`src/rtl/mdu_pkg.sv`:
```
// rtl/mdu_pkg.sv - op codes and FSM encoding shared by the multiply/divide unit
package mdu_pkg;

  localparam logic [1:0] OP_DIVU = 2'd0;
  localparam logic [1:0] OP_DIV  = 2'd1;
  localparam logic [1:0] OP_MTHI = 2'd2;
  localparam logic [1:0] OP_MTLO = 2'd3;

  typedef enum logic [2:0] {
    S_IDLE,
    S_START,
    S_WAIT_BUSY,
    S_RUN,
    S_DONE
  } state_t;

endpackage

```
`src/rtl/div_hilo_sequencer.sv`:
```
// rtl/div_hilo_sequencer.sv - DIV/DIVU/MTHI/MTLO sequencer owning HI/LO and driving the iterative divider
module div_hilo_sequencer
  import mdu_pkg::*;
#(
  parameter int WIDTH      = 32,
  parameter int MAX_CYCLES = 40
) (
  input  logic             clock,
  input  logic             reset,
  input  logic             op_valid,
  input  logic [1:0]       op_code,
  input  logic [WIDTH-1:0] rs_data,
  input  logic [WIDTH-1:0] rt_data,
  output logic             stall,
  output logic [WIDTH-1:0] hi_out,
  output logic [WIDTH-1:0] lo_out,
  output logic             div_err,
  output logic             div_start,
  output logic [WIDTH-1:0] div_dividend,
  output logic [WIDTH-1:0] div_divisor,
  input  logic             div_busy,
  input  logic [WIDTH-1:0] div_q,
  input  logic [WIDTH-1:0] div_r
);

  localparam int CW = $clog2(MAX_CYCLES + 1);
  localparam logic [CW-1:0] WD_LAST = CW'(MAX_CYCLES - 1);

  state_t        state;
  logic          wait_seen;
  logic [CW-1:0] wd_cnt;
  logic          is_div;
  logic          accept;

  assign is_div = op_valid && (op_code == OP_DIVU || op_code == OP_DIV);
  assign accept = (state == S_IDLE) && is_div && (rt_data != '0);

  // Low in DONE so the CPU advances on the same edge that writes HI/LO.
  assign stall = accept || (state == S_START) || (state == S_WAIT_BUSY) || (state == S_RUN);

  always_ff @(posedge clock) begin
    if (!reset) begin
      state        <= S_IDLE;
      hi_out       <= '0;
      lo_out       <= '0;
      div_err      <= 1'b0;
      div_start    <= 1'b0;
      div_dividend <= '0;
      div_divisor  <= '0;
      wait_seen    <= 1'b0;
      wd_cnt       <= '0;
    end else begin
      div_start <= 1'b0;
      case (state)
        S_IDLE: begin
          if (accept) begin
            div_dividend <= rs_data;
            div_divisor  <= rt_data;
            div_start    <= 1'b1;
            state        <= S_START;
          end else if (op_valid) begin
            case (op_code)
              OP_MTHI: hi_out <= rs_data;
              OP_MTLO: lo_out <= rs_data;
              default: begin
                // divide by zero: defined result without running the divider
                hi_out <= rs_data;
                lo_out <= '1;
              end
            endcase
          end
        end
        S_START: begin
          wd_cnt    <= '0;
          wait_seen <= 1'b0;
          state     <= S_WAIT_BUSY;
        end
        S_WAIT_BUSY: begin
          if (wd_cnt == WD_LAST) begin
            div_err <= 1'b1;
            state   <= S_IDLE;
          end else begin
            wd_cnt <= wd_cnt + 1'b1;
            // a very short run may finish before busy is ever seen
            if (div_busy || wait_seen) state <= S_RUN;
            else wait_seen <= 1'b1;
          end
        end
        S_RUN: begin
          if (wd_cnt == WD_LAST) begin
            div_err <= 1'b1;
            state   <= S_IDLE;
          end else if (!div_busy) begin
            state <= S_DONE;
          end else begin
            wd_cnt <= wd_cnt + 1'b1;
          end
        end
        S_DONE: begin
          hi_out <= div_r;
          lo_out <= div_q;
          state  <= S_IDLE;
        end
        default: state <= S_IDLE;
      endcase
    end
  end

endmodule

```
`config.mk`:
```
export PLATFORM = sky130hd
export DESIGN_NAME = div_hilo_sequencer
export DESIGN_NICKNAME = d
export VERILOG_FILES = /design/src/rtl/mdu_pkg.sv /design/src/rtl/div_hilo_sequencer.sv
export SDC_FILE = /design/constraint.sdc
export NUM_CORES = 1
export LEC_CHECK = 0
export CORE_UTILIZATION = 30
export CTS_CLUSTER_DIAMETER = 30
export DETAILED_ROUTE_END_ITERATION = 6
export HOLD_SLACK_MARGIN = 0.12
export PLACE_DENSITY = 0.72
export SETUP_SLACK_MARGIN = 0.2
export SYNTH_ARGS = -nofsm -noshare
export SYNTH_HDL_FRONTEND = slang
export SYNTH_SLANG_ARGS = --single-unit
```
`constraint.sdc`:
```
create_clock -name clock -period 4.9 [get_ports clock]
set_input_delay 1.47 -clock clock [delete_from_list [all_inputs] [get_ports clock]]
set_output_delay 1.47 -clock clock [all_outputs]
set_load 0.02 [all_outputs]
```
== Yosys cells after proc, flatten, opt, wreduce, memory -nomap -nowiden ==
Index checks and enable logic that the tools add are counted.
W data, S select, Z words.

* Register bits after elaboration: 140
* Bits in latches: 0
* Memory bits (writable): 0
* Memory bits (read-only): 0
* Memories: 0

* $add $sub $neg: 1
* Multipliers: 0
* Divide/modulo/power cells: 0
* $lt $le $gt $ge: 0
* Equality and inequality tests: 19
* Shift operators: 0
* Multiplexer cells: 22
* Bitwise logic cells: 0
* Reduce and logical (&&, ||, !) cells: 23

{| class="wikitable"
|+ Operator list
! kind !! count
|-
| $pmux W32 S2 || 3
|-
| $mux W32 || 5
|-
| $reduce_bool A32 Y1 || 1
|-
| $mux W6 || 3
|-
| $ne A2 B2 Y1 const B || 9
|-
| $pmux W6 S3 || 1
|-
| $mux W3 || 5
|-
| $pmux W3 S4 || 1
|-
| $reduce_and A4 Y1 || 3
|-
| $add A6 B1 Y6 const B || 1
|-
| $eq A3 B2 Y1 const B || 2
|-
| $eq A6 B6 Y1 const B || 1
|-
| $reduce_and A2 Y1 || 3
|-
| $reduce_and A3 Y1 || 2
|-
| $logic_or A1 B1 Y1 || 5
|-
| $eq A2 B2 Y1 const B || 2
|-
| $reduce_bool A2 Y1 || 2
|-
| $eq A3 B1 Y1 const B || 1
|-
| $eq A3 B3 Y1 const B || 1
|-
| $logic_and A1 B1 Y1 || 3
|-
| $logic_not A3 Y1 || 1
|-
| $mux W1 || 3
|-
| $ne A3 B1 Y1 const B || 1
|-
| $ne A3 B2 Y1 const B || 1
|-
| other kinds (5) || 5
|}

== Longest topological paths before layout ==
* Depth after elaboration: 8
* Depth in mapped cells: 7
* Mapped depth without buffers: 6

== Least setup slack after synthesis ==
No wires, ideal clock.

* Kind: input to output
* Start: in rt_data[24]
* End: out stall
* Arrival: 2762 ps
* Required time: 3430 ps
* Setup slack: 668 ps
* Stages: 6
* Path buffers: 2
* Cell sequence: nor4_1 > nand4_1 > o2111ai_1 > buf_2 > buf_2 > o21ai_0

* Cells in the longest elaborated chain, start to end: 5

{| class="wikitable"
|+ Ends and longest elaborated chain
! element !! RTL line !! RTL
|-
| from (decl) || div_hilo_sequencer.sv:13 || <nowiki>input logic [WIDTH-1:0] rt_data,</nowiki>
|-
| $reduce_bool A32 Y1 || div_hilo_sequencer.sv:36 || <nowiki>assign accept = (state == S_IDLE) && is_div && (rt_data != '0);</nowiki>
|-
| $logic_and A1 B1 Y1 || div_hilo_sequencer.sv:36 ||
|-
| $logic_or A1 B1 Y1 (3 in a row) || div_hilo_sequencer.sv:39 || <nowiki>assign stall = accept || (state == S_START) || (state == S_WAIT_BUSY) || (state == S_RUN);</nowiki>
|-
| to (decl) || div_hilo_sequencer.sv:14 || <nowiki>output logic stall,</nowiki>
|}

No other way between the ends.

== Worst setup path in the final report ==
* Start: in rt_data[15]
* End: out stall

The elaborated chain is that of the path after synthesis.

==> summary.md <==
| Metric | Value |
|---|---|
| Status | `complete, no violations` |
| Hold Vio Cnt, Final | `0` |
| Max-slew violations | `0` |
| Overall Power | `approximately 0.004 W` |
| Final antenna-violating net count | `0` |
| Via Count | `a little over 6,000` |
| IO buf count | `264` |
| First-pass GRT wire length | `between 30 and 40 mm` |
| Synth top area share | `45.5%` |
| CTS Sinks | `140` |
| Area grow syn2layout | `57.6%` |
| Crit path time final | `4.57 ns` |
| Number of global-route vias before repair | `5,862` |
| Peak VDD IR | `0.000257 V` |
| Full die area | `about 21,000 µm²` |
| Mapped Area | `between 6000 and 7000 µm²` |
| Commonest non-fill, non-tap cell in the layout | `clkdlybuf4s50_1` |
| Seq cells post-synth | `140` |
| Post-route cell area | `slightly below 10,000 µm²` |
| Critical path fanouts, max | `2` |
| Worst EP required | `approximately 3.4 ns` |
| CTS tree | `built` |
| Clk slew on worst S/H paths | `roughly 0.060 ns` |
| Unrepaired setup endpoints after global routing | `no` |
| GRT busiest layer | `met2` |
| Core area | `about 20,000 µm²` |
| Synth warnings | `0` |
| Max-capacitance violation count | `0` |
| DRT Pass-1 Iters | `4` |
| Total Routing Usage GR | `19.8%` |
| DRC Markers | `0` |
| Most frequent cells in the layout | `clkdlybuf4s50_1 (255), nand2_1 (165), dfxtp_1 (139)` |
| Largest net degree at the start of global routing | `72` |
| Lkg Pwr | `between 3 and 4 nW` |
| Placer's final routability congestion estimate | `roughly 0.85` |
| First DRT Iteration DRCs | `304` |
| Final cycle utilization of the critical path | `between 90% and 100%` |
| Seq/Total Area, Yosys | `a little under half` |
| Slew headroom | `about 15%` |
| I/O pins | `about 270` |
| Routed WL | `about 21 mm` |
| Clk_lat worst skew | `~0.41 ns` |
| Initial Util | `between 30% and 40%` |
| CP Capture Type | `output pin` |
| Worst slew pin tran | `about 1.3 ns` |
| Antenna violations before repair | `0` |
| CTS H-tree lvls | `4` |
| Mapped Cells | `between 700 and 800` |
| Post-Syn Area per Cell | `about 8.6 µm²` |
| Yosys top cell by area | `dfxtp_1` |
| GR Util met1 | `25.4%` |
| Placed wire-length estimate | `approximately 15 mm` |
| Met2 usage | `a little under a third` |
| GRT met3 Usage | `about 5%` |
| Distinct cell type count of the synthesized netlist | `39` |
| Cell row count | `52` |
| Worst Hold Class | `flip-flop to flip-flop` |
| Fillers | `a little under 2,000` |
| Crit start category | `primary input` |
| Pwr per Cell Area | `slightly above 400 nW/µm²` |
| Critical path arrival | `around 3.1 ns` |
| CTS buffer count | `17` |
| Fmax | `219 MHz` |
| Vias per Instance | `4.86` |
| Syn nets | `about 850` |
| Setup TNS | `0 ns` |
| Sequential cell area | `roughly 2800 µm²` |
| Fraction of layout cells with a size suffix above 1 | `~7.1%` |
| Die Ht | `between 100 and 150 µm` |
| Clk root buf | `clkbuf_16` |
| Antenna fix cells | `0` |
| GRT Residual Overflow | `0` |
| # nets final | `1,096` |
| Post-CTS setup buffers | `0` |
| Top post-synthesis cells by area | `dfxtp_1 (46%), nand2_1 (10%), a21boi_0 (8.1%), mux2i_1 (5.5%), o221a_1 (5.5%)` |
| Wirelength per Cell | `about 17 µm` |
| Die Wd | `145 µm` |
| Setup CP Type | `primary input to output pin` |
| Setup violators final | `0` |
| Multi-input gate area | `~3000 µm²` |
| Skew final | `approximately 0.012 ns` |
| Post-Place Cell Area | `~9000 µm²` |
| CTS Buffer Depth | `2` |
## state kept, by name, indices dropped and copies added, names as in the netlist
register	count
wait_seen	1
div_dividend	32
wd_cnt	6
div_divisor	32
hi_out	32
lo_out	32
div_err	1
state	3
div_start	1
## layer usage
layer | wire length [µm] | vias to the layer above | share of wire (%)
met2 | 9680 | 194 | 46
met1 | 9820 | 2834 | 46
met5 | 0 | - | 0
li1 | - | 2981 | -
met3 | 1110 | 36 | 5.2
met4 | 608 | 0 | 2.9
## power by group
part | leakage [nW] | switching (W) | internal (W)
clock network | 0.310 | 0.000506 | 0.000856
logic | 2.12 | 0.000663 | 0.000572
registers | 1.15 | 0.000110 | 0.00132
## final cells by class
class,count,share of cell area (%)
Clock inverter,10,1.41
Inverter,33,1.28
Clock buffer,22,4.99
Sequential cell,140,28.9
Timing Repair Buffer,284,28.9
Multi-Input combinational cell,485,31.1
Tap cell,270,3.48
## critical path, stage by stage
cell             delay (ns)
clkdlybuf4s50_1        0.44
nor4_2                 0.30
nand4_1                0.20
buf_4                  0.20
o2111ai_4              0.19
o21ai_1                0.09
buf_4                  0.21
## Yosys cell counts
| cell | instances |
|---|---|
| a2111oi_0 | 1 |
| a211oi_2 | 1 |
| a21bo_2 | 1 |
| a21boi_0 | 66 |
| a21oi_1 | 35 |
| and2_1 | 3 |
| and4b_1 | 1 |
| buf_1 | 6 |
| buf_2 | 9 |
| buf_4 | 3 |
| buf_6 | 3 |
| clkbuf_1 | 40 |
| dfxtp_1 | 140 |
| ha_1 | 1 |
| inv_1 | 33 |
| mux2i_1 | 34 |
| nand2_1 | 165 |
| nand2b_1 | 2 |
| nand3_1 | 5 |
| nand3b_1 | 3 |
| nand4_1 | 3 |
| nand4b_1 | 1 |
| nor2_1 | 40 |
| nor3_1 | 1 |
| nor3b_1 | 1 |
| nor4_1 | 9 |
| nor4_4 | 2 |
| o2111a_1 | 1 |
| o2111a_2 | 1 |
| o2111ai_1 | 1 |
| o211ai_1 | 32 |
| o21a_1 | 1 |
| o21ai_0 | 5 |
| o221a_1 | 30 |
| o221a_2 | 2 |
| o22ai_1 | 1 |
| or2_2 | 2 |
| or3_1 | 32 |
| xnor2_1 | 2 |
## metrics by stage
stage | hold WS, ns | instances | utilization, % | setup slack (ns)
after global routing | 0.473 | 1244 | 48.1 | 0.212
after global placement | 0.443 | 1212 | 44.8 | -0.298
after detailed placement | 0.448 | 1212 | 44.8 | -0.290
after floorplan | 0.458 | 719 | - | 0.668
after CTS | 0.459 | 1244 | 47.9 | 0.206
final | 0.457 | 1244 | 48.1 | 0.334
## path summary, 6_finish.rpt
| check | start | endpoint | slack [ns] | cells past startpoint |
|---|---|---|---|---|
| setup / recovery | rt_data[15] | stall | 0.33 | 7 |
| hold / removal | lo_out[29] | lo_out[29] | 0.46 | 2 |
| hold reg to reg | lo_out[29] | lo_out[29] | 0.46 | 2 |
| setup reg to reg | state[2] | hi_out[18] | 2.06 | 6 |
## kinds of logic (layout without fill, tap and decap cells)
| group | count (synthesis) | count (layout) | synth area share, % |
|---|---|---|---|
| simple gates | 270 | 270 | 19.7 |
| compound gates | 178 | 178 | 22.3 |
| flops | 140 | 140 | 45.5 |
| buf+inv | 94 | 349 | 6.46 |
| mux | 34 | 34 | 5.53 |
| xor+xnor | 2 | 2 | 0.285 |
| fa+ha+maj | 1 | 1 | 0.203 |
## timing repair
item / CTS / global route
hold buffers: 0 / 0
endpoints found under the setup margin: 1 / 1
pin swaps: 1 / 4
gates resized for setup: 11 / 10
endpoints found under the hold margin: 0 / 0
Note: power is estimated with default switching activity, not from simulation.
